--- config.mk ---
export PLATFORM = sky130hd
export DESIGN_NAME = warp_scheduler_flat
export DESIGN_NICKNAME = d
export VERILOG_FILES = /design/src/rtl/warp_scheduler_if.sv /design/src/rtl/warp_scheduler.sv /design/src/flat_wrapper.sv
export SDC_FILE = /design/constraint.sdc
export NUM_CORES = 1
export LEC_CHECK = 0
export CAP_MARGIN = 20
export CORE_AREA = 3 3 238 240
export DETAILED_ROUTE_END_ITERATION = 8
export DIE_AREA = 0 0 241 243
export PLACE_DENSITY = 0.58
export REMOVE_ABC_BUFFERS = 1
export SETUP_SLACK_MARGIN = 0.5
export SLEW_MARGIN = 25
export SYNTH_ARGS = -nofsm -noshare
export SYNTH_HDL_FRONTEND = slang
export SYNTH_SLANG_ARGS = --single-unit
--- constraint.sdc ---
create_clock -name clk -period 6.1 [get_ports clk]
set_input_delay 0.915 -clock clk [delete_from_list [all_inputs] [get_ports clk]]
set_output_delay 0.915 -clock clk [all_outputs]
set_load 0.1 [all_outputs]
--- src/rtl/warp_scheduler_if.sv ---
// Issue-path bundle between instruction buffers, scheduler and Issue stage.
// slave = scheduler side, master = buffer/Issue side driving the _i signals.
interface warp_scheduler_if #(
    parameter int NUM_WARP     = 8,
    parameter int NUM_WARP_LOG = 3,
    parameter int PACKET_W     = 64
) ();
    logic [NUM_WARP-1:0]          ibufValid_i;
    logic [NUM_WARP*PACKET_W-1:0] ibufPacket_i;
    logic [NUM_WARP-1:0]          ibufPop_o;
    logic                         stall_i;
    logic [NUM_WARP_LOG-1:0]      issuedWarp_i;
    logic                         issuedSync_i;
    logic                         issuedExit_i;
    logic [NUM_WARP_LOG-1:0]      selectedWarp_o;
    logic                         selectedPacketValid_o;
    logic [PACKET_W-1:0]          selectedPacket_o;

    modport master (
        output ibufValid_i, ibufPacket_i, stall_i, issuedWarp_i, issuedSync_i, issuedExit_i,
        input  ibufPop_o, selectedWarp_o, selectedPacketValid_o, selectedPacket_o
    );

    modport slave (
        input  ibufValid_i, ibufPacket_i, stall_i, issuedWarp_i, issuedSync_i, issuedExit_i,
        output ibufPop_o, selectedWarp_o, selectedPacketValid_o, selectedPacket_o
    );
endinterface

--- src/rtl/warp_scheduler.sv ---
// Round-robin warp selector with per-warp IDLE/ACTIVE/BARRIER lifecycle; 1-cycle head-to-output latency.
// stall_i holds the output register, forces pops low and ignores feedback. WARP_SCHED_PERF_EN adds counters.
module warp_scheduler #(
    parameter int NUM_WARP     = 8,
    parameter int NUM_WARP_LOG = 3,
    parameter int PACKET_W     = 64
) (
    input  logic                    clk,
    input  logic                    reset,
    warp_scheduler_if.slave         bus,
    input  logic [NUM_WARP-1:0]     warpStall_i,
    input  logic                    launch_i,
    input  logic [NUM_WARP-1:0]     launchMask_i,
`ifdef WARP_SCHED_PERF_EN
    output logic [31:0]             issueCount_o,
    output logic [31:0]             idleCount_o,
`endif
    output logic                    barrierRelease_o,
    output logic                    allExited_o
);
    typedef enum logic [1:0] {W_IDLE, W_ACTIVE, W_BARRIER} wstate_e;

    wstate_e                 state_q [NUM_WARP];
    wstate_e                 state_d [NUM_WARP];
    logic [NUM_WARP_LOG-1:0] ptr_q, ptr_d;
    logic [NUM_WARP_LOG-1:0] sel_warp_q, sel_warp_d;
    logic                    sel_vld_q, sel_vld_d;
    logic [PACKET_W-1:0]     sel_pkt_q, sel_pkt_d;
    logic                    rel_q, rel_d;
    logic                    allx_q, allx_d;

    logic [NUM_WARP-1:0]     elig;
    logic                    found;
    logic [NUM_WARP_LOG-1:0] win;
    logic [NUM_WARP_LOG-1:0] rr_idx;
    logic                    accept;
    logic                    any_live;
    logic                    any_active_fb;

    // The in-flight warp stays blocked until its sync/exit feedback has been applied.
    always_comb begin
        for (int w = 0; w < NUM_WARP; w++) begin
            elig[w] = (state_q[w] == W_ACTIVE) && bus.ibufValid_i[w] && !warpStall_i[w] &&
                      !(sel_vld_q && (sel_warp_q == NUM_WARP_LOG'(w)));
        end
    end

    always_comb begin
        found  = 1'b0;
        win    = ptr_q;
        rr_idx = ptr_q;
        for (int i = 1; i <= NUM_WARP; i++) begin
            rr_idx = NUM_WARP_LOG'((int'(ptr_q) + i) % NUM_WARP);
            if (!found && elig[rr_idx]) begin
                found = 1'b1;
                win   = rr_idx;
            end
        end
    end

    assign bus.ibufPop_o = (found && !bus.stall_i) ? (NUM_WARP'(1) << win) : '0;

    // Lifecycle next state: launch, then accepted feedback, then barrier release on the result.
    always_comb begin
        accept        = sel_vld_q && !bus.stall_i;
        any_live      = 1'b0;
        any_active_fb = 1'b0;
        rel_d         = 1'b0;
        for (int w = 0; w < NUM_WARP; w++) begin
            state_d[w] = state_q[w];
            unique case (state_q[w])
                W_IDLE: begin
                    if (launch_i && launchMask_i[w]) state_d[w] = W_ACTIVE;
                end
                W_ACTIVE: begin
                    if (accept && (bus.issuedWarp_i == NUM_WARP_LOG'(w))) begin
                        if (bus.issuedExit_i)      state_d[w] = W_IDLE;
                        else if (bus.issuedSync_i) state_d[w] = W_BARRIER;
                    end
                end
                W_BARRIER: state_d[w] = W_BARRIER;
                default:   state_d[w] = W_IDLE;
            endcase
            if (state_d[w] != W_IDLE)   any_live      = 1'b1;
            if (state_d[w] == W_ACTIVE) any_active_fb = 1'b1;
        end
        if (any_live && !any_active_fb) begin
            rel_d = 1'b1;
            for (int w = 0; w < NUM_WARP; w++) begin
                if (state_d[w] == W_BARRIER) state_d[w] = W_ACTIVE;
            end
        end
    end

    always_comb begin
        sel_vld_d  = sel_vld_q;
        sel_warp_d = sel_warp_q;
        sel_pkt_d  = sel_pkt_q;
        ptr_d      = ptr_q;
        if (!bus.stall_i) begin
            sel_vld_d = found;
            if (found) begin
                sel_warp_d = win;
                sel_pkt_d  = bus.ibufPacket_i[int'(win)*PACKET_W +: PACKET_W];
                ptr_d      = win;
            end
        end
        allx_d = !any_live && !sel_vld_d;
    end

    always_ff @(posedge clk or negedge reset) begin
        if (!reset) begin
            for (int w = 0; w < NUM_WARP; w++) state_q[w] <= W_IDLE;
            ptr_q      <= NUM_WARP_LOG'(NUM_WARP - 1);
            sel_warp_q <= '0;
            sel_vld_q  <= 1'b0;
            sel_pkt_q  <= '0;
            rel_q      <= 1'b0;
            allx_q     <= 1'b1;
        end else begin
            for (int w = 0; w < NUM_WARP; w++) state_q[w] <= state_d[w];
            ptr_q      <= ptr_d;
            sel_warp_q <= sel_warp_d;
            sel_vld_q  <= sel_vld_d;
            sel_pkt_q  <= sel_pkt_d;
            rel_q      <= rel_d;
            allx_q     <= allx_d;
        end
    end

    assign bus.selectedWarp_o        = sel_warp_q;
    assign bus.selectedPacketValid_o = sel_vld_q;
    assign bus.selectedPacket_o      = sel_pkt_q;
    assign barrierRelease_o          = rel_q;
    assign allExited_o               = allx_q;

`ifdef WARP_SCHED_PERF_EN
    logic [31:0] issue_cnt_q, issue_cnt_d;
    logic [31:0] idle_cnt_q, idle_cnt_d;
    logic        any_active_q;

    always_comb begin
        any_active_q = 1'b0;
        for (int w = 0; w < NUM_WARP; w++) begin
            if (state_q[w] == W_ACTIVE) any_active_q = 1'b1;
        end
        issue_cnt_d = issue_cnt_q;
        idle_cnt_d  = idle_cnt_q;
        if (!bus.stall_i && found)                 issue_cnt_d = issue_cnt_q + 32'd1;
        if (!bus.stall_i && any_active_q && !found) idle_cnt_d  = idle_cnt_q + 32'd1;
    end

    always_ff @(posedge clk or negedge reset) begin
        if (!reset) begin
            issue_cnt_q <= '0;
            idle_cnt_q  <= '0;
        end else begin
            issue_cnt_q <= issue_cnt_d;
            idle_cnt_q  <= idle_cnt_d;
        end
    end

    assign issueCount_o = issue_cnt_q;
    assign idleCount_o  = idle_cnt_q;
`endif
endmodule

--- src/flat_wrapper.sv ---
// flat-port wrapper written by rule: the top's interface ports become plain ports
module warp_scheduler_flat 
#(
    parameter int NUM_WARP     = 8,
    parameter int NUM_WARP_LOG = 3,
    parameter int PACKET_W     = 64
)
  (clk, reset, warpStall_i, launch_i, launchMask_i, barrierRelease_o, allExited_o, bus_ibufValid_i, bus_ibufPacket_i, bus_stall_i, bus_issuedWarp_i, bus_issuedSync_i, bus_issuedExit_i, bus_ibufPop_o, bus_selectedWarp_o, bus_selectedPacketValid_o, bus_selectedPacket_o);
  warp_scheduler_if #(.NUM_WARP(NUM_WARP), .NUM_WARP_LOG(NUM_WARP_LOG), .PACKET_W(PACKET_W)) bus_i ();
  input  logic clk;
  input  logic reset;
  input  logic [NUM_WARP-1:0] warpStall_i;
  input  logic launch_i;
  input  logic [NUM_WARP-1:0] launchMask_i;
  output logic barrierRelease_o;
  output logic allExited_o;
  input wire logic [$bits(bus_i.ibufValid_i)-1:0] bus_ibufValid_i;
  input wire logic [$bits(bus_i.ibufPacket_i)-1:0] bus_ibufPacket_i;
  input wire logic [$bits(bus_i.stall_i)-1:0] bus_stall_i;
  input wire logic [$bits(bus_i.issuedWarp_i)-1:0] bus_issuedWarp_i;
  input wire logic [$bits(bus_i.issuedSync_i)-1:0] bus_issuedSync_i;
  input wire logic [$bits(bus_i.issuedExit_i)-1:0] bus_issuedExit_i;
  output wire logic [$bits(bus_i.ibufPop_o)-1:0] bus_ibufPop_o;
  output wire logic [$bits(bus_i.selectedWarp_o)-1:0] bus_selectedWarp_o;
  output wire logic [$bits(bus_i.selectedPacketValid_o)-1:0] bus_selectedPacketValid_o;
  output wire logic [$bits(bus_i.selectedPacket_o)-1:0] bus_selectedPacket_o;
  assign bus_i.ibufValid_i = bus_ibufValid_i;
  assign bus_i.ibufPacket_i = bus_ibufPacket_i;
  assign bus_i.stall_i = bus_stall_i;
  assign bus_i.issuedWarp_i = bus_issuedWarp_i;
  assign bus_i.issuedSync_i = bus_issuedSync_i;
  assign bus_i.issuedExit_i = bus_issuedExit_i;
  assign bus_ibufPop_o = bus_i.ibufPop_o;
  assign bus_selectedWarp_o = bus_i.selectedWarp_o;
  assign bus_selectedPacketValid_o = bus_i.selectedPacketValid_o;
  assign bus_selectedPacket_o = bus_i.selectedPacket_o;
  warp_scheduler #(.NUM_WARP(NUM_WARP), .NUM_WARP_LOG(NUM_WARP_LOG), .PACKET_W(PACKET_W)) u_core (.clk(clk), .reset(reset), .bus(bus_i), .warpStall_i(warpStall_i), .launch_i(launch_i), .launchMask_i(launchMask_i), .barrierRelease_o(barrierRelease_o), .allExited_o(allExited_o));
endmodule
==> results of run 1 <==
[what timing repair did]
item / 4_1_cts / 5_1_grt
setup endpoints to repair: 0 / 8
endpoints found under the hold margin: 0 / 0
gates resized for setup: 0 / 10
[final cells by class]
| type | count | area share (%) |
|---|---|---|
| clock buffer | 11 | 1.32 |
| multi-input combinational | 916 | 40.5 |
| clock inverter | 5 | 0.361 |
| tap | 704 | 4.98 |
| inverter | 129 | 2.74 |
| antenna | 2 | 0.0283 |
| timing repair buffer | 653 | 37.4 |
| sequential | 89 | 12.6 |
[worst max-delay path: stages]
cell             delay [ns]
clkdlybuf4s50_1        0.42
and4bb_1               0.42
o31ai_4                0.20
mux4_2                 0.55
mux2i_4                0.18
buf_4                  0.22
mux2_1                 0.33
a2bb2oi_1              0.17
a21oi_4                0.17
buf_4                  0.25
nor2_4                 0.11
nor3_1                 0.37
buf_12                 0.23
[per-stage QoR]
| step | area, um^2 | hold slack (ns) | setup TNS, ns | setup slack, ns |
|---|---|---|---|---|
| detailed placement | 17300 | 0.495 | 0 | 0.638 |
| CTS | 17600 | 0.515 | 0 | 0.578 |
| floorplan | 9770 | 0.567 | -479.67 | -8.94 |
| global placement | 17300 | 0.493 | 0 | 0.619 |
| global route | 17700 | 0.549 | 0 | 0.514 |
| finish | 17700 | 0.513 | 0 | 0.632 |
[cell usage after synthesis, drive strengths merged, types with 4 or more instances]
cell type	instances
o221ai	122
dfrtp	85
buf	70
mux2i	8
nor2	89
mux4	14
inv	128
nor3	17
o21ai	19
and2	8
nand2	30
clkbuf	88
a2bb2oi	9
a21oi	18
nand3	17
nand4	140
o21bai	6
a311oi	6
o31ai	18
a211oi	10
nor2b	7
or3	4
and4bb	6
dfstp	4
mux2	132
o211ai	127
a31oi	62
[worst min-delay path by stage]
stage	end	slack (ns)
final	u_core.bus.selectedPacket_o[13]$_DFFE_PN0P_	0.51
after global routing	u_core.bus.selectedPacket_o[27]$_DFFE_PN0P_	0.55
after CTS	u_core.bus.selectedPacket_o[13]$_DFFE_PN0P_	0.51
after detailed placement	u_core.bus.selectedPacket_o[13]$_DFFE_PN0P_	0.49
after global placement	u_core.bus.selectedPacket_o[27]$_DFFE_PN0P_	0.49
after floorplan	u_core.state_q[12]$_DFF_PN0_	0.57
[routing by layer]
| layer | vias to the layer above | share of wire [%] | GRT usage, % |
|---|---|---|---|
| met5 | - | 0.077 | 0 |
| met4 | 8 | 2.7 | 6.29 |
| met3 | 84 | 8.4 | 4.51 |
| met2 | 709 | 50 | 34.4 |
| met1 | 6274 | 39 | 22.6 |
| li1 | 6118 | - | - |
[cells by family (layout without fill, tap and decap cells)]
group,count (synthesis),count (layout),share of synthesized area [%]
muxes,154,154,18.1
AOI/OAI and AO/OA,420,420,30.9
adders and majority gates,2,2,0.239
DFF,89,89,21.3
xor gates and xnor gates,3,3,0.251
buffers and inverters,287,798,11.4
other,0,2,0
and+or+nand+nor,337,337,17.9
[flip-flops by register name, summed over array words and instances, names as in the netlist]
register / flops
u_core.allExited_o: 1
u_core.barrierRelease_o: 1
u_core.bus.selectedPacketValid_o: 1
u_core.bus.selectedPacket_o: 64
u_core.bus.selectedWarp_o: 3
u_core.ptr_q: 3
u_core.state_q: 16
==> summary.md, run 1 <==
| Metric | Value |
|---|---|
| Fin cells | `2509` |
| Most frequent cells in the layout | `clkdlybuf4s50_1, nand4_1, mux2_2, o211ai_1, inv_1` |
| Cells after Synth | `1292` |
| Setup crit end kind | `primary output` |
| Setup crit end | `bus_ibufPop_o[3]` |
| Area added between synthesis and finish | `68.6%` |
| Largest cells by area after synthesis | `dfrtp_1, mux2_2, o221ai_1, o211ai_1, nand4_1` |
| Placement Rows | `86` |
| Crit. Startpoint | `warpStall_i[0]` |
| Layout Nets | `2345` |
| Crit Path Class | `input pin to primary output` |
| I/O pin total | `623` |
| RePlAce Congestion | `0.860` |
| IO buf count | `622` |
| Startpoint class of the critical path | `input pin` |
| Clock Latency Late Sink | `0.39 ns` |
| Reg2Reg Depth | `12` |
| Flops & latches, synth | `89` |
| Largest buffer count on any clock path | `2` |
| Share of cells above drive strength 1 | `13.6%` |
| Core footprint | `0.0549 mm^2` |
| Register area share after synthesis | `21.3%` |
| Drt drc | `0` |
| First-pass GRT wire length | `86000 um` |
| Dominant synthesized flop cell | `dfrtp_1` |
| Worst reg2reg path startpoint | `u_core.ptr_q[0]$_DFFE_PN1P_` |
| Clock sink total | `89` |
| Post-synth ARST share | `100%` |
| Period minus WS final | `5.47 ns` |
| Number of fill cells | `5758` |
| Final core occ | `32.2%` |
| Initial antenna violation count | `11` |
| Num CTS Buffers | `9` |
| Tot GR Track Use | `19.3%` |
| Yosys cell types | `74` |
| CP arrival | `4.55 ns` |
| Hold Crit Start | `u_core.bus.selectedPacket_o[13]$_DFFE_PN0P_` |
| Cts hold-fix bufs | `0` |
| Die area | `0.0586 mm^2` |
| Commonest non-fill, non-tap cell in the layout | `clkdlybuf4s50_1` |
| H-Tree Depth | `3` |
| Starting density of the core | `19.1%` |
| Status | `complete, no violations` |
| Total gr overflow | `0` |
| Synth top area share | `20.3%` |
| CTS tree | `yes` |
| Final Hold Fails | `0` |
| Slew HR | `27.5%` |
| Area occupied by multi-input gates | `0.00717 mm^2` |
| Synthesized area | `0.0105 mm^2` |
| Final Max Slew Viols | `0` |
| Largest net degree at the start of global routing | `137` |
| CP max FO | `17` |
| Final Setup Violations | `0` |
| DRT iter0 DRCs | `973` |
| Post-detail-place hpwl | `44500 um` |
| Fmax | `0.183 GHz` |
| MaxCap Viol Count | `0` |
| Measured slew at the worst slew-check pin | `1.08 ns` |
| EDFF count, synth | `0` |
| CTS clk-pin slew, worst paths | `0.07 ns` |
| Die Wd | `241 um` |
| Data required, critical path | `5.18 ns` |
| Unrepaired setup endpoints after global routing | `no` |
| Hold Path Stages | `2` |
| Register area | `0.00223 mm^2` |
| Synth warn | `0` |
| Reg2Reg Capture Point | `u_core.bus.selectedPacket_o[50]$_DFFE_PN0P_` |
| Worst Skew | `0.0178 ns` |
| Post-CTS setup buffer count | `0` |
| Via count | `13193` |
| Die Span Y | `243 um` |
| Avg WL per Cell | `23.7 um` |
| Placed cell count | `2491` |
| Routed vias/inst | `5.26` |
| First-pass DRT Iterations | `5` |
| Clk root buf | `clkbuf_16` |
| Antenna Violating Nets Remaining | `0` |
| Reg2reg setup slack | `1.44 ns` |
| HP Class | `flop to flop` |
| Final period util | `89.6%` |
| Number of global-route vias before repair | `13277` |
| Avg Inst Size Synth | `8.12 um^2` |
| Routed WL | `59600 um` |
| Dominant cell type by area after synthesis | `dfrtp_1` |
Power of run 1 is left out: the tool's default activity adds up to more than one toggle a clock period on the data nets, which glitch-free logic cannot reach.
==> run 2: changes to the inputs <==
- CORE_AREA: 3 3 238 240 -> 3 3 242 244
- CTS_BUF_LIST: unset -> sky130_fd_sc_hd__clkbuf_4 sky130_fd_sc_hd__clkbuf_8
- DIE_AREA: 0 0 241 243 -> 0 0 245 247
- PLACE_DENSITY: 0.58 -> 0.57
==> summary.md, run 2 (synthesized netlist as in run 1, its figures left out) <==
| Metric | Value |
|---|---|
| Clock sink total | `89` |
| Largest net degree at the start of global routing | `137` |
| Hold_ws | `0.464 ns` |
| Commonest non-fill, non-tap cell in the layout | `clkdlybuf4s50_1` |
| Reg2Reg Depth | `12` |
| Die Wd | `245 um` |
| Setup crit end kind | `primary output` |
| Final Max Slew Viols | `0` |
| Number of fill cells | `5913` |
| Measured slew at the worst slew-check pin | `1.07 ns` |
| Period minus WS final | `5.38 ns` |
| Die Span Y | `247 um` |
| Antenna Violating Nets Remaining | `0` |
| Placement Rows | `87` |
| Layout Nets | `2342` |
| Design Area, Final | `0.0176 mm^2` |
| Max FFs per register | `64` |
| Placed inst area | `0.0173 mm^2` |
| CP max FO | `17` |
| Fin cells | `2557` |
| Area added between synthesis and finish | `68.2%` |
| Routed vias/inst | `5.13` |
| Final period util | `88.2%` |
| Starting density of the core | `18.6%` |
| Unrepaired setup endpoints after global routing | `yes` |
| Status | `complete, no violations` |
| HP Class | `input pin to async pin` |
| Post-detail-place hpwl | `43000 um` |
| IO buf count | `622` |
| Startpoint class of the critical path | `flop` |
| Tot GR Track Use | `17.9%` |
| H-Tree Depth | `3` |
| Placed cell count | `2539` |
| Initial antenna violation count | `1` |
| Core footprint | `0.0565 mm^2` |
| Via count | `13126` |
| Most frequent cells in the layout | `clkdlybuf4s50_1, nand4_1, mux2_2, o211ai_1, inv_1` |
| Die area | `0.0605 mm^2` |
| CTS clk-pin slew, worst paths | `0.10 ns` |
| Num CTS Buffers | `9` |
| Worst Skew | `0.0176 ns` |
| DRT iter0 DRCs | `628` |
| CTS tree | `yes` |
| CP arrival | `4.46 ns` |
| I/O pin total | `623` |
| RePlAce Congestion | `0.883` |
| Final Hold Fails | `0` |
| Fmax | `0.186 GHz` |
| Drt drc | `0` |
| Largest buffer count on any clock path | `2` |
| Setup TNS | `0 ns` |
| Total gr overflow | `0` |
| Slew HR | `28.3%` |
| MaxCap Viol Count | `0` |
| Final Setup Violations | `0` |
| Clk root buf | `clkbuf_8` |
| Clock Latency Late Sink | `0.44 ns` |
| First-pass GRT wire length | `84200 um` |
| Number of global-route vias before repair | `13520` |
| Routed WL | `57100 um` |
| Avg WL per Cell | `22.3 um` |
| First-pass DRT Iterations | `6` |
| Cts hold-fix bufs | `0` |
| Crit Path Class | `flop to primary output` |
| Share of cells above drive strength 1 | `13.8%` |
| Data required, critical path | `5.18 ns` |
[run 2: cell count changes in the layout (fill, tap and decap cells not counted), sizes merged]
cell,change
buf,-3
bufinv,-1
clkinv,+1
diode,-1
[run 2: timing repair]
action	in CTS	in global routing
setup buffers	0	1
setup endpoints to repair	8	8
pin swaps	0	0
resized for setup	6	11
[run 2: worst paths after layout]
| kind | from | end | slack, ns |
|---|---|---|---|
| max | u_core.ptr_q[1]$_DFFE_PN1P_ | bus_ibufPop_o[2] | 0.72 |
| min | reset | u_core.bus.selectedPacket_o[51]$_DFFE_PN0P_ | 0.46 |
| max reg2reg | u_core.ptr_q[1]$_DFFE_PN1P_ | u_core.bus.selectedPacket_o[25]$_DFFE_PN0P_ | 0.87 |
| min reg2reg | u_core.bus.selectedPacket_o[27]$_DFFE_PN0P_ | u_core.bus.selectedPacket_o[27]$_DFFE_PN0P_ | 0.51 |
| max in group asynchronous | reset | u_core.bus.selectedPacket_o[58]$_DFFE_PN0P_ | 4.42 |
| min in group clk | u_core.bus.selectedPacket_o[27]$_DFFE_PN0P_ | u_core.bus.selectedPacket_o[27]$_DFFE_PN0P_ | 0.51 |
[run 2: layout make-up]
| class | instances | area, um^2 | area share (%) |
|---|---|---|---|
| inverters | 129 | 488 | 2.77 |
| well taps | 756 | 946 | 5.36 |
| clock inverters | 5 | 43.8 | 0.248 |
| multi-input cells | 916 | 7200 | 40.8 |
| flip-flops and latches | 89 | 2240 | 12.7 |
| repair buffers | 650 | 6570 | 37.2 |
| diodes | 1 | 2.50 | 0.0142 |
| clock buffers | 11 | 151 | 0.858 |
[run 2: metrics by stage]
| stage | setup slack [ns] | util [%] |
|---|---|---|
| 5_1_grt | 0.457 | 31.2 |
| 4_1_cts | 0.514 | 31.1 |
| 6_report | 0.721 | 31.2 |
| 2_1_floorplan | -8.94 | - |
| 3_3_place_gp | 0.472 | 30.7 |
| 3_5_place_dp | 0.532 | 30.7 |
[run 2: per-layer routing]
layer  track usage, %  share of wire (%)
met2             32.6                 51
met5                0                  0
met4             6.08                2.7
met1             20.7                 39
met3             4.17                7.5
[run 2: worst max-delay path, cell delays in order, from the launching register on]
cell        delay (ns)
dfstp_4           0.74
inv_2             0.16
ha_1              0.37
clkinvlp_4        0.26
mux2_2            0.34
mux4_2            0.52
o21a_2            0.28
o21a_1            0.41
nor3_4            0.59
nor3_2            0.14
buf_12            0.20
Power of run 2 is left out for the same reason.
==> run 3: changes to the inputs <==
- CORE_AREA: 3 3 242 244 -> 3 3 241 243
- CTS_CLUSTER_SIZE: unset -> 14
- DIE_AREA: 0 0 245 247 -> 0 0 244 246
- PLACE_DENSITY: 0.57 -> 0.58
==> summary.md, run 3 (synthesized netlist as in run 1, its figures left out) <==
| Metric | Value |
|---|---|
| Status | `complete, no violations` |
| Area added between synthesis and finish | `68.3%` |
| Number of global-route vias before repair | `13631` |
| Final period util | `89.8%` |
| Post-detail-place hpwl | `43900 um` |
| I/O pin total | `623` |
| Final Setup Violations | `0` |
| Clock sink total | `89` |
| Placed inst area | `0.0174 mm^2` |
| IO buf count | `622` |
| Starting density of the core | `18.7%` |
| Crit. Startpoint | `warpStall_i[3]` |
| Tot GR Track Use | `19.1%` |
| Max FFs per register | `64` |
| Clock Latency Late Sink | `0.42 ns` |
| Largest net degree at the start of global routing | `137` |
| Startpoint class of the critical path | `input pin` |
| Die area | `0.0600 mm^2` |
| Avg WL per Cell | `23.5 um` |
| Core footprint | `0.0562 mm^2` |
| RePlAce Congestion | `0.858` |
| Setup TNS | `0 ns` |
| Final Hold Fails | `0` |
| Number of fill cells | `5958` |
| Worst Skew | `0.0128 ns` |
| Via count | `13223` |
| Worst setup margin | `0.622 ns` |
| Setup crit end kind | `primary output` |
| Fmax | `0.183 GHz` |
| Cts hold-fix bufs | `0` |
| Pre-CTS WS | `0.508 ns` |
| Num CTS Buffers | `9` |
| Register area | `0.00224 mm^2` |
| CTS clk-pin slew, worst paths | `0.11 ns` |
| Worst reg2reg path startpoint | `u_core.ptr_q[0]$_DFFE_PN1P_` |
| Design Area, Final | `0.0176 mm^2` |
| CTS tree | `yes` |
| DRT iter0 DRCs | `783` |
| Die Wd | `244 um` |
| HP Class | `input pin to async pin` |
| Initial antenna violation count | `9` |
| Crit Path Class | `input pin to primary output` |
| Period minus WS final | `5.48 ns` |
| CP arrival | `4.56 ns` |
| H-Tree Depth | `3` |
| Placement Rows | `87` |
| Clk root buf | `clkbuf_8` |
| Share of cells above drive strength 1 | `13.7%` |
| Data required, critical path | `5.18 ns` |
| Largest buffer count on any clock path | `2` |
| Routed vias/inst | `5.17` |
| Slew HR | `25.9%` |
| Routed WL | `60100 um` |
| Area occupied by multi-input gates | `0.00718 mm^2` |
| First-pass GRT wire length | `88400 um` |
| Layout Nets | `2341` |
| Final Max Slew Viols | `0` |
| Die Span Y | `246 um` |
| Most frequent cells in the layout | `clkdlybuf4s50_1, nand4_1, mux2_2, o211ai_1, inv_1` |
| Hold_ws | `0.519 ns` |
| Unrepaired setup endpoints after global routing | `yes` |
| Drt drc | `0` |
| Post-CTS setup buffer count | `0` |
| First-pass DRT Iterations | `5` |
| Commonest non-fill, non-tap cell in the layout | `clkdlybuf4s50_1` |
| Total gr overflow | `0` |
| CP max FO | `17` |
| MaxCap Viol Count | `0` |
| Antenna Violating Nets Remaining | `0` |
| Measured slew at the worst slew-check pin | `1.11 ns` |
run 3: per-layer routing:
metal  wire length (um)  vias to the layer above  global-route usage, %
met1              23800                     6468                   22.5
met5                 34                        -                      0
met4               1840                        4                   7.13
met2              30200                      563                   33.7
met3               4280                       72                   4.55
li1                   -                     6116                      -
run 3: final cells by class:
| class | instances | share of cell area [%] |
|---|---|---|
| multi-input cells | 916 | 40.7 |
| repair buffers | 649 | 37.4 |
| flip-flops and latches | 89 | 12.7 |
| well taps | 756 | 5.36 |
| inverters | 129 | 2.76 |
| clock buffers | 13 | 0.978 |
| clock inverters | 3 | 0.142 |
| diodes | 4 | 0.0567 |
run 3: path summary, 6_finish.rpt:
check | slack, ns | depth (start not counted) | end
setup / recovery | 0.62 | 13 | bus_ibufPop_o[6]
hold / removal | 0.52 | 1 | u_core.bus.selectedPacket_o[51]$_DFFE_PN0P_
setup reg to reg | 1.09 | 12 | u_core.bus.selectedPacket_o[38]$_DFFE_PN0P_
hold reg to reg | 0.53 | 2 | u_core.bus.selectedPacket_o[47]$_DFFE_PN0P_
max in group asynchronous | 4.31 | 2 | u_core.bus.selectedPacket_o[56]$_DFFE_PN0P_
min in group clk | 0.53 | 2 | u_core.bus.selectedPacket_o[47]$_DFFE_PN0P_
run 3: through the flow:
step,std cells,utilization (%)
after floorplan,1134,-
after global placement,2539,31.0
after detailed placement,2539,30.9
after CTS,2555,31.3
after global routing,2559,31.4
final,2559,31.4
run 3: timing repair:
item,4_1_cts,5_1_grt
gates resized for setup,3,11
pin swaps,0,1
endpoints found under the setup margin,8,8
run 3: worst max-delay path, cell delays in order:
cell and delay (ns):
clkdlybuf4s50_1 0.48, nor4bb_2 0.31, buf_4 0.16, o21ai_2 0.15, mux2_2 0.34, mux4_2 0.52, o221a_1 0.15, or4_4 0.43
a21oi_4 0.14, buf_4 0.25, nor2_4 0.12, nor3_1 0.36, buf_12 0.23
Power of run 3 is left out for the same reason.
